===== config.mk =====
export PLATFORM = sky130hd
export DESIGN_NAME = store_w_beat_gen_flat
export DESIGN_NICKNAME = d
export VERILOG_FILES = /design/src/rtl/store_w_beat_gen_if.sv /design/src/rtl/store_w_beat_gen.sv /design/src/flat_wrapper.sv
export SDC_FILE = /design/constraint.sdc
export NUM_CORES = 1
export LEC_CHECK = 0
export ABC_AREA = 1
export CAP_MARGIN = 20
export CORE_ASPECT_RATIO = 1.2
export CORE_MARGIN = 2
export CORE_UTILIZATION = 40
export CTS_CLUSTER_SIZE = 10
export DETAILED_ROUTE_END_ITERATION = 8
export PLACE_DENSITY = 0.71
export SLEW_MARGIN = 20
export SYNTH_ARGS = -nofsm -noshare
export SYNTH_HDL_FRONTEND = slang
export SYNTH_HIERARCHICAL = 1
export SYNTH_SLANG_ARGS = --single-unit

===== constraint.sdc =====
create_clock -name clk_i -period 5.3 [get_ports clk_i]
set_input_delay 1.06 -clock clk_i [delete_from_list [all_inputs] [get_ports clk_i]]
set_output_delay 1.06 -clock clk_i [all_outputs]
set_load 0.02 [all_outputs]

===== src/rtl/store_w_beat_gen_if.sv =====
`default_nettype none
// ============================================================================
//  Module      : store_w_beat_gen_if
//  Description : AXI W-channel bundle between the store beat generator and
//                the AXI write-data port. Signal names are kept from the
//                generator's point of view (_o driven by it, _i seen by it).
//  Ports       : master - beat generator side (drives valid/payload)
//                slave  - AXI port side (drives ready)
//  Revision    : 1.0 - initial release
// ============================================================================
interface store_w_beat_gen_if #(
   parameter int unsigned AxiDataWidth = 128,
   parameter int unsigned AxiUserWidth = 1
);
   localparam int unsigned B = AxiDataWidth / 8;

   logic                    axi_w_valid_o;
   logic                    axi_w_ready_i;
   logic [AxiDataWidth-1:0] w_data_o;
   logic [B-1:0]            w_strb_o;
   logic                    w_last_o;
   logic [AxiUserWidth-1:0] w_user_o;

   modport master (
      output axi_w_valid_o,
      input  axi_w_ready_i,
      output w_data_o,
      output w_strb_o,
      output w_last_o,
      output w_user_o
   );

   modport slave (
      input  axi_w_valid_o,
      output axi_w_ready_i,
      input  w_data_o,
      input  w_strb_o,
      input  w_last_o,
      input  w_user_o
   );
endinterface
`default_nettype wire


===== src/rtl/store_w_beat_gen.sv =====
`default_nettype none
// ============================================================================
//  Module      : store_w_beat_gen_fifo
//  Description : Registered circular FIFO. A pushed entry becomes visible at
//                the head one cycle after the push. The caller guards push
//                against full and pop against empty using count_o.
//  Ports       : clk_i, rst_ni        - clock, async active-low reset
//                push_i / data_i      - write strobe and entry
//                pop_i / data_o       - read strobe and head entry
//                count_o              - current occupancy
//  Revision    : 1.0 - initial release
// ============================================================================
module store_w_beat_gen_fifo #(
   parameter  int unsigned Depth = 4,
   parameter  int unsigned Width = 8,
   localparam int unsigned PtrW  = $clog2(Depth),
   localparam int unsigned CntW  = $clog2(Depth + 1)
) (
   input  wire logic             clk_i,
   input  wire logic             rst_ni,
   input  wire logic             push_i,
   input  wire logic [Width-1:0] data_i,
   input  wire logic             pop_i,
   output logic      [Width-1:0] data_o,
   output logic      [CntW-1:0]  count_o
);
   logic [Width-1:0] mem_q [Depth];
   logic [PtrW-1:0]  wptr_q;
   logic [PtrW-1:0]  rptr_q;
   logic [CntW-1:0]  count_q;

   // Explicit wrap so non power-of-two depths work.
   function automatic logic [PtrW-1:0] wrap_inc(input logic [PtrW-1:0] p);
      return (p == PtrW'(Depth - 1)) ? '0 : p + PtrW'(1);
   endfunction

   always_ff @(posedge clk_i or negedge rst_ni) begin
      if (!rst_ni) begin
         wptr_q  <= '0;
         rptr_q  <= '0;
         count_q <= '0;
      end else begin
         if (push_i) wptr_q <= wrap_inc(wptr_q);
         if (pop_i)  rptr_q <= wrap_inc(rptr_q);
         if (push_i && !pop_i)      count_q <= count_q + CntW'(1);
         else if (pop_i && !push_i) count_q <= count_q - CntW'(1);
      end
   end

   // Storage needs no reset: the occupancy count qualifies every entry.
   always_ff @(posedge clk_i) begin
      if (push_i) mem_q[wptr_q] <= data_i;
   end

   assign data_o  = mem_q[rptr_q];
   assign count_o = count_q;
endmodule

// ============================================================================
//  Module      : store_w_beat_gen
//  Description : AXI W beat generator for the vector store path. Queues burst
//                descriptors and data beats, derives burst-edge strobes,
//                merges the element mask and generates wlast.
//  Ports       : clk_i, rst_ni              - clock, async active-low reset
//                txn_*                      - burst descriptor push (off/len/nbytes)
//                data_*                     - bus-aligned data beat push
//                axi_w (master modport)     - AXI W channel
//                burst_done_o               - pulse the cycle after a wlast beat
//                busy_o                     - work pending or burst active
//  Revision    : 1.0 - initial release
// ============================================================================
module store_w_beat_gen #(
   parameter  int unsigned AxiDataWidth = 128,
   parameter  int unsigned AxiUserWidth = 1,
   parameter  int unsigned TxnDepth     = 4,
   parameter  int unsigned DataDepth    = 4,
   parameter  bit          MaskEn       = 1'b1,
   localparam int unsigned B            = AxiDataWidth / 8,
   localparam int unsigned OffW         = $clog2(B)
) (
   input  wire logic                    clk_i,
   input  wire logic                    rst_ni,
   input  wire logic                    txn_valid_i,
   output logic                         txn_ready_o,
   input  wire logic [OffW-1:0]         txn_off_i,
   input  wire logic [7:0]              txn_len_i,
   input  wire logic [11:0]             txn_nbytes_i,
   input  wire logic                    data_valid_i,
   output logic                         data_ready_o,
   input  wire logic [AxiDataWidth-1:0] data_i,
   input  wire logic [B-1:0]            data_strb_i,
   input  wire logic [AxiUserWidth-1:0] data_user_i,
   store_w_beat_gen_if.master           axi_w,
   output logic                         burst_done_o,
   output logic                         busy_o
);
   localparam int unsigned TxnCntW  = $clog2(TxnDepth + 1);
   localparam int unsigned DataCntW = $clog2(DataDepth + 1);

   // The end offset is folded at push time so the queue holds only what the
   // strobe logic needs.
   typedef struct packed {
      logic [OffW-1:0] off;
      logic [7:0]      len;
      logic [OffW-1:0] endo;
   } txn_t;

   typedef struct packed {
      logic [AxiUserWidth-1:0] user;
      logic [B-1:0]            strb;
      logic [AxiDataWidth-1:0] data;
   } beat_t;

   typedef enum logic [0:0] {
      IDLE  = 1'b0,
      BURST = 1'b1
   } state_e;

   state_e               state_q, state_d;
   logic [7:0]           beat_q, beat_d;
   logic                 burst_done_q;

   logic [TxnCntW-1:0]   w_txn_cnt;
   logic [DataCntW-1:0]  w_data_cnt;
   logic                 w_txn_push, w_data_push;
   logic                 w_txn_pop, w_data_pop;
   logic                 w_txn_empty, w_data_empty;
   logic [12:0]          w_end_full;
   txn_t                 w_txn_in, w_txn_head;
   beat_t                w_beat_in, w_beat_head;
   logic                 w_first, w_is_last;
   logic [B-1:0]         w_lo_mask, w_hi_mask, w_elem_mask;
   logic                 w_valid, w_hs;

   // ------------------------------------------------------------------ FIFOs
   assign txn_ready_o  = (w_txn_cnt != TxnCntW'(TxnDepth));
   assign data_ready_o = (w_data_cnt != DataCntW'(DataDepth));
   assign w_txn_push   = txn_valid_i & txn_ready_o;
   assign w_data_push  = data_valid_i & data_ready_o;
   assign w_txn_empty  = (w_txn_cnt == '0);
   assign w_data_empty = (w_data_cnt == '0);

   assign w_end_full    = 13'(txn_off_i) + 13'(txn_nbytes_i);
   assign w_txn_in.off  = txn_off_i;
   assign w_txn_in.len  = txn_len_i;
   assign w_txn_in.endo = w_end_full[OffW-1:0];

   assign w_beat_in.user = data_user_i;
   assign w_beat_in.strb = data_strb_i;
   assign w_beat_in.data = data_i;

   store_w_beat_gen_fifo #(
      .Depth (TxnDepth),
      .Width ($bits(txn_t))
   ) u_txn_fifo (
      .clk_i   (clk_i),
      .rst_ni  (rst_ni),
      .push_i  (w_txn_push),
      .data_i  (w_txn_in),
      .pop_i   (w_txn_pop),
      .data_o  (w_txn_head),
      .count_o (w_txn_cnt)
   );

   store_w_beat_gen_fifo #(
      .Depth (DataDepth),
      .Width ($bits(beat_t))
   ) u_data_fifo (
      .clk_i   (clk_i),
      .rst_ni  (rst_ni),
      .push_i  (w_data_push),
      .data_i  (w_beat_in),
      .pop_i   (w_data_pop),
      .data_o  (w_beat_head),
      .count_o (w_data_cnt)
   );

   // ------------------------------------------------------- strobe derivation
   assign w_first   = (beat_q == 8'd0);
   assign w_is_last = (beat_q == w_txn_head.len);

   assign w_lo_mask   = w_first ? ({B{1'b1}} << w_txn_head.off) : {B{1'b1}};
   // endo == 0 means the burst ends exactly on a bus boundary: full last beat.
   assign w_hi_mask   = (w_is_last && (w_txn_head.endo != '0))
                        ? ~({B{1'b1}} << w_txn_head.endo) : {B{1'b1}};
   assign w_elem_mask = MaskEn ? w_beat_head.strb : {B{1'b1}};

   // --------------------------------------------------------------------- FSM
   always_ff @(posedge clk_i or negedge rst_ni) begin
      if (!rst_ni) begin
         state_q      <= IDLE;
         beat_q       <= '0;
         burst_done_q <= 1'b0;
      end else begin
         state_q      <= state_d;
         beat_q       <= beat_d;
         burst_done_q <= w_hs & w_is_last;
      end
   end

   always_comb begin
      state_d = state_q;
      beat_d  = beat_q;
      w_valid = 1'b0;
      unique case (state_q)
         IDLE: begin
            beat_d = '0;
            // A descriptor being pushed now is at the head next cycle.
            if (!w_txn_empty || w_txn_push) state_d = BURST;
         end
         BURST: begin
            w_valid = !w_data_empty;
            if (w_valid && axi_w.axi_w_ready_i) begin
               if (w_is_last) begin
                  beat_d = '0;
                  // Stay in BURST when a follower exists so bursts chain
                  // without a bubble.
                  if ((w_txn_cnt == TxnCntW'(1)) && !w_txn_push) state_d = IDLE;
               end else begin
                  beat_d = beat_q + 8'd1;
               end
            end
         end
         default: state_d = IDLE;
      endcase
   end

   assign w_hs       = w_valid & axi_w.axi_w_ready_i;
   assign w_data_pop = w_hs;
   assign w_txn_pop  = w_hs & w_is_last;

   // ----------------------------------------------------------------- outputs
   assign axi_w.axi_w_valid_o = w_valid;
   assign axi_w.w_data_o      = w_beat_head.data;
   assign axi_w.w_user_o      = w_beat_head.user;
   assign axi_w.w_strb_o      = w_lo_mask & w_hi_mask & w_elem_mask;
   assign axi_w.w_last_o      = (state_q == BURST) && w_is_last;

   assign burst_done_o = burst_done_q;
   assign busy_o       = !w_txn_empty || !w_data_empty || (state_q != IDLE);

`ifndef SYNTHESIS
   // Upstream must send len consistent with the byte span of the burst.
   always_ff @(posedge clk_i) begin
      if (rst_ni && w_txn_push) begin
         assert ((32'(txn_len_i) + 32'd1) == ((32'(w_end_full) + B - 32'd1) / B))
            else $error("store_w_beat_gen: descriptor len does not match off/nbytes");
      end
   end
`endif
endmodule
`default_nettype wire


===== src/flat_wrapper.sv =====
// flat-port wrapper written by rule: the top's interface ports become plain ports
module store_w_beat_gen_flat 
#(
   parameter  int unsigned AxiDataWidth = 128,
   parameter  int unsigned AxiUserWidth = 1,
   parameter  int unsigned TxnDepth     = 4,
   parameter  int unsigned DataDepth    = 4,
   parameter  bit          MaskEn       = 1'b1,
   localparam int unsigned B            = AxiDataWidth / 8,
   localparam int unsigned OffW         = $clog2(B)
)
  (clk_i, rst_ni, txn_valid_i, txn_ready_o, txn_off_i, txn_len_i, txn_nbytes_i, data_valid_i, data_ready_o, data_i, data_strb_i, data_user_i, burst_done_o, busy_o, axi_w_axi_w_valid_o, axi_w_axi_w_ready_i, axi_w_w_data_o, axi_w_w_strb_o, axi_w_w_last_o, axi_w_w_user_o);
  store_w_beat_gen_if #(.AxiDataWidth(AxiDataWidth), .AxiUserWidth(AxiUserWidth)) axi_w_i ();
  input  wire logic clk_i;
  input  wire logic rst_ni;
  input  wire logic txn_valid_i;
  output logic txn_ready_o;
  input  wire logic [OffW-1:0] txn_off_i;
  input  wire logic [7:0] txn_len_i;
  input  wire logic [11:0] txn_nbytes_i;
  input  wire logic data_valid_i;
  output logic data_ready_o;
  input  wire logic [AxiDataWidth-1:0] data_i;
  input  wire logic [B-1:0] data_strb_i;
  input  wire logic [AxiUserWidth-1:0] data_user_i;
  output logic burst_done_o;
  output logic busy_o;
  output wire logic [$bits(axi_w_i.axi_w_valid_o)-1:0] axi_w_axi_w_valid_o;
  input wire logic [$bits(axi_w_i.axi_w_ready_i)-1:0] axi_w_axi_w_ready_i;
  output wire logic [$bits(axi_w_i.w_data_o)-1:0] axi_w_w_data_o;
  output wire logic [$bits(axi_w_i.w_strb_o)-1:0] axi_w_w_strb_o;
  output wire logic [$bits(axi_w_i.w_last_o)-1:0] axi_w_w_last_o;
  output wire logic [$bits(axi_w_i.w_user_o)-1:0] axi_w_w_user_o;
  assign axi_w_axi_w_valid_o = axi_w_i.axi_w_valid_o;
  assign axi_w_i.axi_w_ready_i = axi_w_axi_w_ready_i;
  assign axi_w_w_data_o = axi_w_i.w_data_o;
  assign axi_w_w_strb_o = axi_w_i.w_strb_o;
  assign axi_w_w_last_o = axi_w_i.w_last_o;
  assign axi_w_w_user_o = axi_w_i.w_user_o;
  store_w_beat_gen #(.AxiDataWidth(AxiDataWidth), .AxiUserWidth(AxiUserWidth), .TxnDepth(TxnDepth), .DataDepth(DataDepth), .MaskEn(MaskEn)) u_core (.clk_i(clk_i), .rst_ni(rst_ni), .txn_valid_i(txn_valid_i), .txn_ready_o(txn_ready_o), .txn_off_i(txn_off_i), .txn_len_i(txn_len_i), .txn_nbytes_i(txn_nbytes_i), .data_valid_i(data_valid_i), .data_ready_o(data_ready_o), .data_i(data_i), .data_strb_i(data_strb_i), .data_user_i(data_user_i), .axi_w(axi_w_i), .burst_done_o(burst_done_o), .busy_o(busy_o));
endmodule

==> reports/qor.csv, run 1 <==
metric;value;unit
status;completed;
fillers;5833;
die_height;295;µm
most-common-layout-cells;edfxtp_1, nand2_1, inv_1;
layout_setup_ws;0.410;ns
layout_commonest_cell;edfxtp_1;
dp_slack;1.09;ns
grt_pass1_wl;93.8;mm
cts_buffer_depth;3;
io_buffers;316;
crit_required;4.24;ns
ir_drop;392;µV
skew;0.0342;ns
seq_area_frac_synth;70.8;%
worst_pin_slew;0.970;ns
whs;0.532;ns
syn_inst;2225;
syn_area_per_cell;12.7;µm²
grt_pass1_vias;17200;
gp_congestion;0.817;
p_clk_share;23.9;%
path_cells;inv_2, nand2_1, o211ai_1, nand2_1, nor2_1, nand2_1, nand3_1, nand2_1, inv_1, clkdlybuf4s50_1;
p_seq_share;37.0;%
synth_seq_cells;668;
drt-met1-wl;24.2;mm
endpoint_kind;output pin;
via_count;17000;
htree_levels;3;
slew_viol_final;0;
wl_per_cell;17.8;µm
drtPass1Iterations;5;
cts_tree;built;
worst-path-buf-inv;3;
die_x;246;µm
initial_core_util;40.4;%
power.internal;12500;µW
die_area;72500;µm²
core.rowCount;106;
p_sw_share;36.7;%
period_minus_slack;4.89;ns
insertion_delay;0.63;ns
synthesis.nets;2419;
cts_root_buf;clkbuf_16;
p_per_area;574;nW/µm²
clkTransAtPathRegs;0.06;ns
worst-setup-path-type;flop to output pin;
track_usage;16.8;%
synth_cell_types;33;
synth_area;28200;µm²
drc;0;
syn_to_final_growth;21.9;%
hp-class;flop to flop;
final_hold_viol_count;0;
crit_arrival;3.83;ns
synth_compound_area_share;10.9;%
maxSlewHeadroom;35.4;%
startpoint_type;flop;
timing.final.crit_share;92.3;%
path_max_fanout;65;
wl;61.8;mm
setup_viol;0;
hpwl;37.2;mm
cts_buffers;78;
combPwrFrac;39.2;%
overflow;0;
synthMuxAreaShare;0;%
topRoutingLayerUsed;met5;
final_nets;2724;
cts_hold_buf;0;
drtAntennaViolNets;0;
final_layout_size_suffix_gt1_share;8.60;%
met2_length;32.4;mm
grt_setup_unrepaired;false;
dr_wl_met3;3.67;mm
ctsResizeCount;0;
synth-simple-area-share;9.20;%
synth-xor-area-share;0.400;%
tns;0;ns
synth_top_family_by_area;compound AO/OA/AOI/OAI gates;
max_clock_freq;205;MHz
path_common_cell;nand2_1;
cp_slowest_cell;inv_2;
drt_iter0_drc;915;
core;69600;µm²
cts_setup_buffers;0;
max_stage_delay;0.70;ns
power.switching;7230;µW
synthAdderAreaFrac;0.969;%
antenna_found_initial;3;
drv_cap;0;
yosys_warnings;6;
final_core_util;49.3;%
grt_start_max_net_pins;157;
clkSinkCount;668;
crit_family;buffers and inverters;
avgViaCountPerCell;4.89;
ios;325;
p_leak;0.0134;µW
## metal layers
layer / global-route usage [%] / up-vias
met3: 3.62 / 98
li1: - / 8258
met2: 30.6 / 416
met5: 0 / -
met1: 19.2 / 8227
met4: 6.13 / 2
## power by group through the flow
| stage | logic, µW | registers [µW] | clock network [µW] |
|---|---|---|---|
| after floorplan | 4750 | 7360 | 0 |
| after global placement | 7640 | 7330 | 0 |
| after detailed placement | 7810 | 7390 | 0 |
| after CTS | 7840 | 7290 | 4830 |
| after global routing | 8370 | 7370 | 5050 |
| final | 7720 | 7290 | 4710 |
## worst min-delay path, delay by kind of cell, from the launching register on
kind	cells	cell delay, ns
flip-flops	1	0.38
AND/OR/NAND/NOR	2	0.12
## synth_stat cells, drive strengths merged
cell type / count / area [µm²]
nand2: 593 / 2240
fa: 3 / 60.1
o211ai: 322 / 2860
a21boi: 8 / 60.1
o21a: 2 / 15.0
nor3: 5 / 30.0
and2: 1 / 6.26
edfxtp: 644 / 19300
a211oi: 1 / 7.51
ha: 17 / 213
nand3b: 1 / 7.51
dfrtp: 24 / 601
buf: 101 / 646
xnor2: 10 / 95.1
nor2: 21 / 104
nand3: 20 / 100
o21ai: 18 / 90.1
xor2: 2 / 17.5
clkbuf: 13 / 48.8
a21oi: 5 / 25.0
nand4: 17 / 106
inv: 397 / 1490
## kinds of logic after synthesis
kind of cell               after synthesis
DFF                                    668
AOI/OAI and AO/OA                      356
and+or+nand+nor                        658
adders and majority gates               20
buffers and inverters                  511
xor gates and xnor gates                12
## registers in the layout, summed over array words and instances (netlist names), 2 cells and up
register / cells
u_core/u_data_fifo/rptr_q: 2
u_core/u_txn_fifo/rptr_q: 2
u_core/u_txn_fifo/count_o: 3
u_core/beat_q: 8
u_core/u_data_fifo/mem_q: 580
u_core/u_txn_fifo/mem_q: 64
u_core/u_data_fifo/wptr_q: 2
u_core/u_data_fifo/count_o: 3
u_core/u_txn_fifo/wptr_q: 2
## final cells by class
cell class | instances | area [µm²] | area share (%)
Tap cell | 918 | 1150 | 3.35
Timing Repair Buffer | 339 | 3440 | 10.0
Multi-Input combinational cell | 1046 | 6040 | 17.6
Sequential cell | 668 | 19900 | 58.1
Inverter | 397 | 1520 | 4.44
Clock inverter | 13 | 201 | 0.587
Antenna cell | 2 | 5.00 | 0.0146
Clock buffer | 95 | 2030 | 5.90
## stage by stage
step / total power (µW) / cells / cell area [µm²]
after global placement: 15000 / 3368 / 32100
after CTS: 20000 / 3476 / 34300
after floorplan: 12100 / 2225 / 28200
after detailed placement: 15200 / 3368 / 32100
after global routing: 20800 / 3478 / 34300
final: 19700 / 3478 / 34300
## worst paths after layout
kind,from,to,slack (ns),cells after the start
worst max register to register,u_core/u_txn_fifo/rptr_q[0],u_core/u_txn_fifo/count_o[1],1.47,17
worst min-delay path,u_core/u_data_fifo/count_o[2],u_core/u_data_fifo/count_o[2],0.53,2
worst max-delay path,u_core/u_txn_fifo/rptr_q[0],axi_w_w_strb_o[15],0.41,10
min in group asynchronous,rst_ni,u_core/beat_q[0],0.79,2
max in group asynchronous,rst_ni,u_core/u_data_fifo/rptr_q[1],4.23,2
worst min register to register,u_core/u_data_fifo/count_o[2],u_core/u_data_fifo/count_o[2],0.53,2
Power figures use the tool's default switching activity.
==> run 2: changes to the inputs <==
- HOLD_SLACK_MARGIN: unset -> 0.1
- SKIP_CTS_REPAIR_TIMING: unset -> 1
==> results of run 2 <==
The final DEF is identical to that of run 1; final timing and power are the same.
